**config.mk**
```make
export PLATFORM = sky130hd
export DESIGN_NAME = fir_stim_gen_flat
export DESIGN_NICKNAME = d
export VERILOG_FILES = /design/src/rtl/fir_stim_gen_if.sv /design/src/rtl/fir_stim_gen.sv /design/src/flat_wrapper.sv
export SDC_FILE = /design/constraint.sdc
export NUM_CORES = 1
export LEC_CHECK = 0
export CAP_MARGIN = 40
export CORE_UTILIZATION = 53
export CTS_BUF_LIST = sky130_fd_sc_hd__clkbuf_8
export CTS_CLUSTER_SIZE = 12
export DETAILED_ROUTE_END_ITERATION = 6
export PLACE_DENSITY = 0.79
export SETUP_SLACK_MARGIN = 0.5
export SYNTH_ARGS = -nofsm -noshare
export SYNTH_HDL_FRONTEND = slang
export SYNTH_SLANG_ARGS = --single-unit
```
**constraint.sdc**
```tcl
create_clock -name clk -period 1.9 [get_ports clk]
set_clock_uncertainty 0.15 [all_clocks]
set_input_delay 0.38 -clock clk [delete_from_list [all_inputs] [get_ports clk]]
set_output_delay 0.38 -clock clk [all_outputs]
set_load 0.03 [all_outputs]
```
**src/rtl/fir_stim_gen_if.sv**
```systemverilog
// Control and sample-stream bundle between a stimulus controller and fir_stim_gen.
// The master drives the controls and observes the sample stream; the slave is the generator.
interface fir_stim_gen_if #(
    parameter int DATA_W = 8,
    parameter int DIV_W  = 8
);
    logic              ena;
    logic              start;
    logic              stop;
    logic [1:0]        mode;
    logic [DATA_W-1:0] amplitude;
    logic [DIV_W-1:0]  rate_div;
    logic [7:0]        length;
    logic [DATA_W-1:0] sample_out;
    logic              sample_valid;
    logic              busy;
    logic              done;

    modport master (
        output ena, start, stop, mode, amplitude, rate_div, length,
        input  sample_out, sample_valid, busy, done
    );

    modport slave (
        input  ena, start, stop, mode, amplitude, rate_div, length,
        output sample_out, sample_valid, busy, done
    );
endinterface

```
**src/rtl/fir_stim_gen.sv**
```systemverilog
// Impulse / step / ramp / LFSR stimulus source for the FIR sample input.
// The first sample is registered on the same edge that accepts start.
module fir_stim_gen #(
    parameter int                 DATA_W    = 8,
    parameter int                 DIV_W     = 8,
    parameter logic [DATA_W-1:0]  LFSR_SEED = 'hA5
) (
    input  logic          clk,
    input  logic          rst_n,
    fir_stim_gen_if.slave bus
);
    typedef enum logic [1:0] {S_IDLE, S_RUN, S_DONE} state_t;

    state_t            state, state_nxt;
    logic [1:0]        mode_l, mode_l_nxt;
    logic [DATA_W-1:0] amp_l, amp_l_nxt;
    logic [DIV_W-1:0]  div_l, div_l_nxt;
    logic [7:0]        len_l, len_l_nxt;
    logic [7:0]        idx, idx_nxt;
    logic [DIV_W-1:0]  div_cnt, div_cnt_nxt;
    logic [DATA_W-1:0] lfsr, lfsr_nxt;
    logic [DATA_W-1:0] ramp_acc, ramp_acc_nxt;
    logic [DATA_W-1:0] sample_r, sample_nxt;
    logic              valid_r, valid_nxt;

    // Fibonacci LFSR, taps x^8+x^6+x^5+x^4+1
    function automatic logic [DATA_W-1:0] lfsr_step(input logic [DATA_W-1:0] s);
        logic nb;
        nb = s[7] ^ s[5] ^ s[4] ^ s[3];
        return {s[DATA_W-2:0], nb};
    endfunction

    function automatic logic [DATA_W-1:0] first_sample(input logic [1:0] m,
                                                       input logic [DATA_W-1:0] a);
        logic [DATA_W-1:0] v;
        case (m)
            2'd0, 2'd1: v = a;
            2'd2:       v = '0;
            default:    v = LFSR_SEED;
        endcase
        return v;
    endfunction

    always_ff @(posedge clk or negedge rst_n) begin
        if (!rst_n) begin
            state    <= S_IDLE;
            mode_l   <= '0;
            amp_l    <= '0;
            div_l    <= '0;
            len_l    <= '0;
            idx      <= '0;
            div_cnt  <= '0;
            lfsr     <= LFSR_SEED;
            ramp_acc <= '0;
            sample_r <= '0;
            valid_r  <= 1'b0;
        end else begin
            state    <= state_nxt;
            mode_l   <= mode_l_nxt;
            amp_l    <= amp_l_nxt;
            div_l    <= div_l_nxt;
            len_l    <= len_l_nxt;
            idx      <= idx_nxt;
            div_cnt  <= div_cnt_nxt;
            lfsr     <= lfsr_nxt;
            ramp_acc <= ramp_acc_nxt;
            sample_r <= sample_nxt;
            valid_r  <= valid_nxt;
        end
    end

    always_comb begin
        state_nxt    = state;
        mode_l_nxt   = mode_l;
        amp_l_nxt    = amp_l;
        div_l_nxt    = div_l;
        len_l_nxt    = len_l;
        idx_nxt      = idx;
        div_cnt_nxt  = div_cnt;
        lfsr_nxt     = lfsr;
        ramp_acc_nxt = ramp_acc;
        sample_nxt   = sample_r;
        valid_nxt    = valid_r;
        if (bus.ena) begin
            valid_nxt = 1'b0;
            case (state)
                S_IDLE: begin
                    if (bus.start && !bus.stop) begin
                        state_nxt    = S_RUN;
                        mode_l_nxt   = bus.mode;
                        amp_l_nxt    = bus.amplitude;
                        div_l_nxt    = bus.rate_div;
                        len_l_nxt    = bus.length;
                        idx_nxt      = 8'd1;
                        div_cnt_nxt  = '0;
                        lfsr_nxt     = lfsr_step(LFSR_SEED);
                        ramp_acc_nxt = bus.amplitude;
                        sample_nxt   = first_sample(bus.mode, bus.amplitude);
                        valid_nxt    = 1'b1;
                    end
                end
                S_RUN: begin
                    if (bus.stop) begin
                        state_nxt  = S_IDLE;
                        sample_nxt = '0;
                    end else if (len_l != 8'd0 && idx == len_l) begin
                        state_nxt = S_DONE;
                    end else if (div_cnt == div_l) begin
                        // idx counts strobes already emitted; it wraps harmlessly when continuous
                        div_cnt_nxt = '0;
                        idx_nxt     = idx + 8'd1;
                        valid_nxt   = 1'b1;
                        case (mode_l)
                            2'd0: sample_nxt = '0;
                            2'd1: sample_nxt = amp_l;
                            2'd2: begin
                                sample_nxt   = ramp_acc;
                                ramp_acc_nxt = ramp_acc + amp_l;
                            end
                            default: begin
                                sample_nxt = lfsr;
                                lfsr_nxt   = lfsr_step(lfsr);
                            end
                        endcase
                    end else begin
                        div_cnt_nxt = div_cnt + 1'b1;
                    end
                end
                default: state_nxt = S_IDLE;
            endcase
        end
    end

    // Strobes are held while ena is low so each one is seen for exactly one enabled cycle
    assign bus.sample_out   = sample_r;
    assign bus.sample_valid = valid_r & bus.ena;
    assign bus.busy         = (state == S_RUN);
    assign bus.done         = (state == S_DONE) & bus.ena;
endmodule

```
**src/flat_wrapper.sv**
```systemverilog
// flat-port wrapper written by rule: the top's interface ports become plain ports
module fir_stim_gen_flat 
#(
    parameter int                 DATA_W    = 8,
    parameter int                 DIV_W     = 8,
    parameter logic [DATA_W-1:0]  LFSR_SEED = 'hA5
)
  (clk, rst_n, bus_ena, bus_start, bus_stop, bus_mode, bus_amplitude, bus_rate_div, bus_length, bus_sample_out, bus_sample_valid, bus_busy, bus_done);
  fir_stim_gen_if #(.DATA_W(DATA_W), .DIV_W(DIV_W)) bus_i ();
  input  logic clk;
  input  logic rst_n;
  input wire logic [$bits(bus_i.ena)-1:0] bus_ena;
  input wire logic [$bits(bus_i.start)-1:0] bus_start;
  input wire logic [$bits(bus_i.stop)-1:0] bus_stop;
  input wire logic [$bits(bus_i.mode)-1:0] bus_mode;
  input wire logic [$bits(bus_i.amplitude)-1:0] bus_amplitude;
  input wire logic [$bits(bus_i.rate_div)-1:0] bus_rate_div;
  input wire logic [$bits(bus_i.length)-1:0] bus_length;
  output wire logic [$bits(bus_i.sample_out)-1:0] bus_sample_out;
  output wire logic [$bits(bus_i.sample_valid)-1:0] bus_sample_valid;
  output wire logic [$bits(bus_i.busy)-1:0] bus_busy;
  output wire logic [$bits(bus_i.done)-1:0] bus_done;
  assign bus_i.ena = bus_ena;
  assign bus_i.start = bus_start;
  assign bus_i.stop = bus_stop;
  assign bus_i.mode = bus_mode;
  assign bus_i.amplitude = bus_amplitude;
  assign bus_i.rate_div = bus_rate_div;
  assign bus_i.length = bus_length;
  assign bus_sample_out = bus_i.sample_out;
  assign bus_sample_valid = bus_i.sample_valid;
  assign bus_busy = bus_i.busy;
  assign bus_done = bus_i.done;
  fir_stim_gen #(.DATA_W(DATA_W), .DIV_W(DIV_W), .LFSR_SEED(LFSR_SEED)) u_core (.clk(clk), .rst_n(rst_n), .bus(bus_i));
endmodule
```
==> reports/qor.yml <==
failed_checks: "setup timing"
intPower_mw: 5.122
swShare_pct: 39.30
synth_mux_area_share_pct: 13.57
globalRouteOverflowTotal: 0
viasPerCell: 6.334
p_comb_share_pct: 53.6
crit_type: "flip-flop to flip-flop"
initial_core_util_pct: 55.54
endpoint: "u_core.bus.sample_out[6]"
fin_crit_ns: 2.333
clockBufferDepth: 2
rows: 30
ios: 42
grt_max_degree: 37
yosysSeqAreaShare_pct: 45.14
clk_latency_ns: 0.37
routed_wl_um: 13750
required_ns: 2.00
critPathCaptureType: "flip-flop"
status: "finished with violations"
slew_viol_final: 0
drc: 0
yosys.area.top_type_share_pct: 42.40
yosysMostFrequentCell: "dfrtp_1"
grt_first_pass_wirelength_um: 17830
startpoint_type: "flip-flop"
fp.coreArea_um2: 6907
grtUsageTotal_pct: 31.99
synth-seq-cells: 69
powerDensity_nw_per_um2: 1434
clock-sinks: 69
relSlewSlack_pct: 65.02
fin_setup_tns_ns: -15.61
synth-adder-area-share_pct: 3.457
synth.area.top_cells: "dfrtp_1, mux2_2, xnor2_1"
yosysWarningCount: 0
reg2reg_from: "u_core.div_l[7]"
antenna_found_initial: 0
p_seq_share_pct: 31.0
setup_viol: 45
nNetsFinal: 539
yosys.area_share.simple_pct: 11.90
hpwl_um: 7209
rrSetupSlack_ns: -0.43
drive_above_1_share_pct: 47.71
ir_drop_v: 0.001102
synth_edf_count: 0
final_hold_viol_count: 0
vias: 3794
dpl_worst_slack_ns: -0.4059
synthXorXnorAreaFrac_pct: 5.251
worst_pin_slew_ns: 0.5248
cp.arrival_ns: 2.43
ys_top_cells_by_count: "dfrtp_1, mux2_2, o21ai_0"
cts_inserted_buffers: 9
critPathMaxFanout: 8
clkPwrFrac_pct: 15.4
synth_compound_area_share_pct: 16.89
syn_area_per_cell_um2: 10.75
cts_htree_levels: 3
syn_inst: 357
syn_nets: 398
cts_tree: "built"
drt_iter0_markers: 346
worstRegToRegCells: 7
period_share_pct: 122.8
whs_ns: 0.2246
ant_nets: 0
maxCapViolations: 0
grt_pass1_vias: 3652
min_path_type: "input port to flip-flop"
num_antenna_cells: 0
place.gp.congestion: 0.8839
synth_top_family_by_area: "compound AO/OA/AOI/OAI gates"
synthArstFlopShare_pct: 100.0
clk_pin_slew_ns: 0.08
dieHeight_um: 87.08
syn-cell-area_um2: 3836
portBuffers: 41
crit_path_start: "u_core.div_l[7]"
cts-root-buf: "clkbuf_8"
ys.flop_type: "dfrtp_1"
setup_ws_ns: -0.4326
area_growth_pct: 53.33
p_switching_mw: 3.315
die_w_um: 87.08
timing.rr.end: "u_core.bus.sample_out[6]"
drt-pass1-iter-count: 5
rsz0062_at_grt: "true"
synth_area_leader_cell: "dfrtp_1"
ys_types: 56
total_leakage_power_nw: 2.584
die_area_um2: 7582
wl_per_cell_um: 22.95
fmax_mhz: 428.7
==> cell usage in the layout (no fill, tap or decap), drive strengths merged, types with 4 or more instances in the layout <==
cell and n:
buf 114, dfrtp 65, mux2 40, clkdlybuf4s50 27, o21ai 26, nand2 25
inv 23, xnor2 15, a21oi 14, clkbuf 11, a22oi 9, nand3 9
ha 9, xor2 8, and3 8, o22ai 8, mux2i 7, o2bb2ai 6
o31ai 6, nor2 6, nand4 5, a31oi 5, nand2b 4, dfstp 4
nor4 4
==> power by group through the flow <==
stage	logic, mW	clock network, mW	registers, mW
finish	4.52	1.30	2.62
global route	4.78	1.37	2.63
CTS	4.02	1.29	2.53
detailed placement	3.63	0	2.50
global placement	3.48	0	2.48
floorplan	2.19	0	2.55
==> final cells by class <==
cell class	instances	area, µm²
repair buffers	143	1282
well taps	96	120.1
clock buffers	11	151.4
inverters	23	91.34
flip-flops and latches	69	1732
multi-input cells	252	2446
clock inverters	5	58.81
fillers	344	1025
==> flip-flops by register name, summed over array words and instances (netlist names), 8 cells and up <==
name and count:
u_core.amp_l 8, u_core.bus.sample_out 8, u_core.div_cnt 8, u_core.div_l 8, u_core.idx 8, u_core.len_l 8
u_core.lfsr 8, u_core.ramp_acc 8
==> how the worst min path moves through the flow <==
stage	start	end	slack [ns]	cells after the start
CTS	bus_ena	u_core.state[0]	0.21	3
finish	bus_ena	u_core.state[0]	0.22	3
global route	bus_ena	u_core.state[0]	0.22	3
floorplan	rst_n	u_core.amp_l[0]	-0.07	0
detailed placement	rst_n	u_core.div_l[4]	0.29	2
global placement	rst_n	u_core.div_l[4]	0.29	2
==> through the flow <==
step           total power [mW]  cells  instance area (µm²)  util (%)
6_report                  8.437    599                 5882     85.16
5_1_grt                   8.783    599                 5882     85.16
4_1_cts                   7.843    579                 5594     81.00
3_5_place_dp              6.125    555                 5050     73.12
3_3_place_gp              5.957    555                 5050     73.12
2_1_floorplan             4.746    357                 4069         -
==> cells by family (layout without fill, tap and decap cells) <==
family,after synthesis,count (layout)
flops,69,69
xor+xnor,23,23
compound gates,94,94
simple gates,78,78
buf+inv,36,182
fa+ha+maj,10,10
mux,47,47
==> routing by layer <==
layer	routed length [µm]	global-route usage [%]	part of all wire, %
met5	0	0	0
met4	785	18.03	5.7
met1	4917	34.52	36
met2	7107	58.12	52
met3	936	6.540	6.8
==> critical path, stage by stage (launching register included) <==
cell	delay (ns)
dfrtp_1	0.42
xnor2_2	0.20
nand4_1	0.28
nor2_4	0.26
a21oi_4	0.09
nor4b_4	0.30
buf_6	0.20
mux2_4	0.31
==> timing repair <==
| item | 4_1_cts | 5_1_grt |
|---|---|---|
| gates resized for setup | 127 | 30 |
| pin swaps | 22 | 30 |
| cloned | 0 | 1 |
| hold buffers | 1 | 0 |
| endpoints found under the setup margin | 80 | 80 |
| hold endpoints to repair | 65 | 0 |
| buffers inserted | 7 | 19 |
No activity file was read; power rests on OpenSTA's default activity.
